$ cat src/rtl/fsm_stream_arb.sv
// Round-robin arbiter sharing one serial pattern detector between NUM_REQ bit-stream requesters.
// Optional stream-length watchdog enabled by defining FSM_ARB_TIMEOUT_EN.
module fsm_stream_arb #(
   parameter int NUM_REQ = 2,
   parameter int CNT_W   = 8,
   parameter int MAX_LEN = 64
) (
   input  logic               clk,
   input  logic               areset,
   input  logic [NUM_REQ-1:0] req,
   input  logic [NUM_REQ-1:0] bit_in,
   input  logic [NUM_REQ-1:0] last,
   input  logic               out_fsm,
   output logic [NUM_REQ-1:0] grant,
   output logic               fsm_in,
   output logic               fsm_rst,
   output logic               busy,
   output logic               done,
   output logic               abort,
   output logic [CNT_W-1:0]   hit_cnt
);

   localparam int IDX_W = $clog2(NUM_REQ);

   typedef enum logic [1:0] {
      IDLE   = 2'd0,
      CLEAR  = 2'd1,
      STREAM = 2'd2,
      DONE   = 2'd3
   } state_t;

   state_t               state_reg, state_next;
   logic [IDX_W-1:0]     gnt_idx_reg, gnt_idx_next;
   logic [IDX_W-1:0]     ptr_reg, ptr_next;
   logic [NUM_REQ-1:0]   grant_reg, grant_next;
   logic                 fsm_rst_reg, fsm_rst_next;
   logic                 busy_reg, busy_next;
   logic                 done_reg, done_next;
   logic                 abort_reg, abort_next;
   logic [CNT_W-1:0]     hit_cnt_reg, hit_cnt_next;

   logic [IDX_W-1:0]     win_idx;
   logic                 win_found;
   logic [NUM_REQ-1:0]   win_onehot;
   logic                 req_g, bit_g, last_g;
   logic                 timeout;

   if (NUM_REQ < 2 || NUM_REQ > 8 || CNT_W < 1 || MAX_LEN < 1) begin : g_bad_param
      $error("fsm_stream_arb: parameter out of range");
   end

   assign req_g  = req[gnt_idx_reg];
   assign bit_g  = bit_in[gnt_idx_reg];
   assign last_g = last[gnt_idx_reg];

   // Search upward from the requester after the last-granted one, wrapping around.
   always_comb begin : p_win
      int               cand;
      logic [IDX_W-1:0] cand_idx;
      cand      = 0;
      cand_idx  = '0;
      win_found = 1'b0;
      win_idx   = '0;
      for (int k = 1; k <= NUM_REQ; k++) begin
         cand = int'(ptr_reg) + k;
         if (cand >= NUM_REQ) begin
            cand = cand - NUM_REQ;
         end
         cand_idx = IDX_W'(cand);
         if (!win_found && req[cand_idx]) begin
            win_found = 1'b1;
            win_idx   = cand_idx;
         end
      end
   end

   genvar gi;
   for (gi = 0; gi < NUM_REQ; gi++) begin : g_onehot
      assign win_onehot[gi] = (win_idx == IDX_W'(gi));
   end

`ifdef FSM_ARB_TIMEOUT_EN
   localparam int LEN_W = $clog2(MAX_LEN + 1);

   logic [LEN_W-1:0] len_cnt_reg, len_cnt_next;

   always_comb begin
      len_cnt_next = len_cnt_reg;
      if (state_reg == CLEAR) begin
         len_cnt_next = '0;
      end else if (state_reg == STREAM && len_cnt_reg != LEN_W'(MAX_LEN)) begin
         len_cnt_next = len_cnt_reg + 1'b1;
      end
   end

   always_ff @(posedge clk) begin
      if (areset) begin
         len_cnt_reg <= '0;
      end else begin
         len_cnt_reg <= len_cnt_next;
      end
   end

   // Fires on the MAX_LEN-th STREAM cycle.
   assign timeout = (state_reg == STREAM) && (len_cnt_reg == LEN_W'(MAX_LEN - 1));
`else
   assign timeout = 1'b0;
`endif

   always_comb begin
      state_next   = state_reg;
      gnt_idx_next = gnt_idx_reg;
      ptr_next     = ptr_reg;
      grant_next   = grant_reg;
      abort_next   = 1'b0;
      hit_cnt_next = hit_cnt_reg;
      fsm_in       = 1'b0;

      // DONE is included so the detector's response to the final bit is counted.
      if ((state_reg == STREAM || state_reg == DONE) && out_fsm && hit_cnt_reg != '1) begin
         hit_cnt_next = hit_cnt_reg + 1'b1;
      end

      case (state_reg)
         IDLE: begin
            if (win_found) begin
               state_next   = CLEAR;
               gnt_idx_next = win_idx;
               grant_next   = win_onehot;
               hit_cnt_next = '0;
            end
         end
         CLEAR: begin
            state_next = STREAM;
         end
         STREAM: begin
            fsm_in = req_g & bit_g;
            if (!req_g) begin
               state_next = DONE;
               abort_next = 1'b1;
            end else if (last_g) begin
               state_next = DONE;
            end else if (timeout) begin
               state_next = DONE;
               abort_next = 1'b1;
            end
         end
         DONE: begin
            state_next = IDLE;
            ptr_next   = gnt_idx_reg;
            grant_next = '0;
         end
         default: begin
            state_next = IDLE;
         end
      endcase

      fsm_rst_next = (state_next == CLEAR);
      busy_next    = (state_next != IDLE);
      done_next    = (state_next == DONE);
   end

   always_ff @(posedge clk) begin
      if (areset) begin
         state_reg   <= IDLE;
         gnt_idx_reg <= '0;
         ptr_reg     <= IDX_W'(NUM_REQ - 1);
         grant_reg   <= '0;
         fsm_rst_reg <= 1'b1;
         busy_reg    <= 1'b0;
         done_reg    <= 1'b0;
         abort_reg   <= 1'b0;
         hit_cnt_reg <= '0;
      end else begin
         state_reg   <= state_next;
         gnt_idx_reg <= gnt_idx_next;
         ptr_reg     <= ptr_next;
         grant_reg   <= grant_next;
         fsm_rst_reg <= fsm_rst_next;
         busy_reg    <= busy_next;
         done_reg    <= done_next;
         abort_reg   <= abort_next;
         hit_cnt_reg <= hit_cnt_next;
      end
   end

   assign grant   = grant_reg;
   assign fsm_rst = fsm_rst_reg;
   assign busy    = busy_reg;
   assign done    = done_reg;
   assign abort   = abort_reg;
   assign hit_cnt = hit_cnt_reg;

endmodule

$ cat config.mk
export PLATFORM = sky130hd
export DESIGN_NAME = fsm_stream_arb
export DESIGN_NICKNAME = d
export VERILOG_FILES = /design/src/rtl/fsm_stream_arb.sv
export SDC_FILE = /design/constraint.sdc
export NUM_CORES = 1
export LEC_CHECK = 0
export CORE_UTILIZATION = 46
export DETAILED_ROUTE_END_ITERATION = 8
export PLACE_DENSITY = 0.77
export SETUP_SLACK_MARGIN = 0.05
export SYNTH_ARGS = -nofsm -noshare
export SYNTH_HDL_FRONTEND = slang
export SYNTH_SLANG_ARGS = --single-unit
$ cat constraint.sdc
create_clock -name clk -period 3.45 [get_ports clk]
set_input_delay 0.69 -clock clk [delete_from_list [all_inputs] [get_ports clk]]
set_output_delay 0.69 -clock clk [all_outputs]
set_load 0.005 [all_outputs]
==> run summary <==
Most area-consuming cells after synthesis - dfxtp_1 (41%), ha_1 (7.2%), nor2_1 (5.6%), a21oi_1 (4.0%), nor3_1 (4.0%)
Slew @ Worst Pin - 0.362 ns
Die footprint - 0.00207 mm2
Max-slew violation count - 0
Clock group share of total power - 0.194
Mean post-synth cell area - 8.77 um2
Avg WL per Cell - 11.4 um
Post-DRT Antenna Nets - 0
# DRC - 0
Worst setup path category - input port to primary output
Worst Setup Start Kind - input port
All-Layer GR Usage - 0.194
Worst Skew - 0.00413 ns
Hold_buf cts - 0
Placeable core region - 0.00175 mm2
Worst reg2reg path endpoint - hit_cnt[5]
Final setup fails - 0
Max Fclk - 357 MHz
CP dominant cell by count - clkdlybuf4s50_1
Synth cell types - 36
Synth Flop Type - dfxtp_1
Slew headroom - 0.752
Post-layout util - 0.657
Switching Fraction - 0.324
Max reg flops - 8
Seq pwr share - 0.409
Number of max-cap violations - 0
Via count - 775
Crit path to - fsm_in
Starting density of the core - 0.497
CTS Sinks - 18
Worst path arrival time - 2.11 ns
Fin. Hold Viols - 0
Post-route minimum period - 2.80 ns
Initial antenna violation count - 0
Layout cells sized above 1 - 0.0894
Int Pwr - 0.449 mW
Vias in the first global route - 694
Cts repair resizes - 0
Status - finished, final reports clean
Post-DP HPWL - 1290 um
Cell depth of the worst flop-to-flop path - 5
Peak VDD IR - 0.334 mV
CP max-delay cell - clkdlybuf4s50_1
RR Startpoint - state_reg[1]
Buffer levels on the longest clock path - 2
Final WL - 1690 um
Clk Latency, worst-skew pair - 0.29 ns
Nets@finish - 138
Yosys reg bits - 18
Crit-path cells - clkdlybuf4s50_1 > nor2b_1 > a32oi_1 > nor2_1 > clkdlybuf4s50_1
EDFF count, synth - 0
Global-route wire length before repair - 2890 um
Hold Crit Start - grant[1]
Initial DRT Pass Iterations - 4
Area growth, synth to finish - 32.0%
Largest net degree at the start of global routing - 12
PnR Total Power - 0.665 mW
Worst path depth - 5
Crit path buffers/inverters - 2
Sequential fraction of the synthesis area - 0.415
HP Class - register to register
First-iteration detailed-routing DRC count - 14
Via density - 5.24
I/O pin total - 24
Die Ht - 45.4 um
Yosys top cell area share - 0.415
Psw - 0.215 mW
TNS Setup - 0 ns
Unrepaired setup endpoints after global routing - false
Crit path largest cell delay - 0.52 ns
CTS tree - built
Critical path endpoint category - primary output
Top cells by count, synth - dfxtp_1 (18), nor2_1 (13), a21oi_1 (7), inv_1 (7), nor3_1 (7)
P per Cell Area - 580 mW/mm2
Reg2Reg Setup Slack - 1.76 ns
Yosys warns - 0
Port Buffers - 23
Clock transition at path regs - 0.10 ns
Die X - 45.4 um
Antenna diodes - 0
Crit path max-delay family - buffers and inverters
Htree depth - 1
Leakage power - 0.421 nW
Worst path required time - 2.76 ns
GPL Wtd Cong - 0.835
# rows - 15
TritonCTS Buffers - 3
Syn Inst Count - 99
Cell taking the most area after synthesis - dfxtp_1
Synth Cell Area - 868 um2
Grt ovf - 0
Root buf cell - clkbuf_4
Top-count cell post-synth - dfxtp_1
Crit Path Max Fanout - 5
Comb pwr share - 0.397
Crit. Startpoint - req[0]
Post-synth ARST share - 0
Final worst-path cycle share - 0.811
Setup bufs post-CTS - 0
Syn nets - 113
-- stage by stage --
step                area [um2]  setup slack, ns  instances  hold WS, ns
finish                    1150            0.650        148        0.505
global route              1150            0.569        148        0.543
CTS                       1150            0.641        148        0.511
detailed placement        1110            0.634        144        0.487
global placement          1110            0.683        144        0.480
floorplan                  868             1.73         99        0.480
-- cells by family after synthesis --
family          share of synthesized area
compound gates                      0.216
xor+xnor                           0.0202
fa+ha+maj                          0.0720
buf+inv                            0.0533
flops                               0.415
mux                                0.0115
simple gates                        0.212
-- layer usage --
metal	GRT usage	up-vias	wire length (um)
li1	-	401	-
met1	0.267	353	838
met2	0.286	17	759
met3	0.0317	4	69
met4	0.109	0	24
met5	0	-	0
-- power groups by stage --
stage / clock [mW] / sequential, mW / combinational, mW
floorplan: 0 / 0.276 / 0.174
global placement: 0 / 0.274 / 0.264
detailed placement: 0 / 0.277 / 0.267
CTS: 0.136 / 0.272 / 0.269
global route: 0.143 / 0.277 / 0.302
finish: 0.129 / 0.272 / 0.264
-- final cells by class --
type                            count  area [um2]
Sequential cell                    18         360
Tap cell                           25        31.3
Clock buffer                        4        36.3
Inverter                            7        26.3
Timing Repair Buffer               23         230
Multi-Input combinational cell     71         462
Fill cell                         153         599
-- worst register-to-register path, stage by stage (launching register included) --
cell	delay, ns
dfxtp_1	0.36
ha_1	0.33
o21ai_2	0.11
or2_4	0.27
or4_1	0.39
a21oi_1	0.16
-- cells in the final DEF (no fill, tap or decap), types with 2 or more instances in the layout --
master and instances:
nor3_1 7, inv_1 7, o21a_1 3, clkbuf_4 3, nor2_1 13, ha_1 5, o21ai_0 2, nand2_1 4
nand3_1 4, a21oi_1 7, nor2b_1 3, a211oi_1 2, dfxtp_1 18, clkdlybuf4s50_1 23
-- how the worst min path moves through the flow --
stage	endpoint	slack, ns	depth (start not counted)
6_report	grant[1]	0.51	2
4_1_cts	grant[1]	0.51	2
5_1_grt	grant[1]	0.54	2
3_5_place_dp	grant[1]	0.49	2
2_1_floorplan	grant[1]	0.48	2
3_3_place_gp	grant[1]	0.48	2
Power figures use the tool's default switching activity.
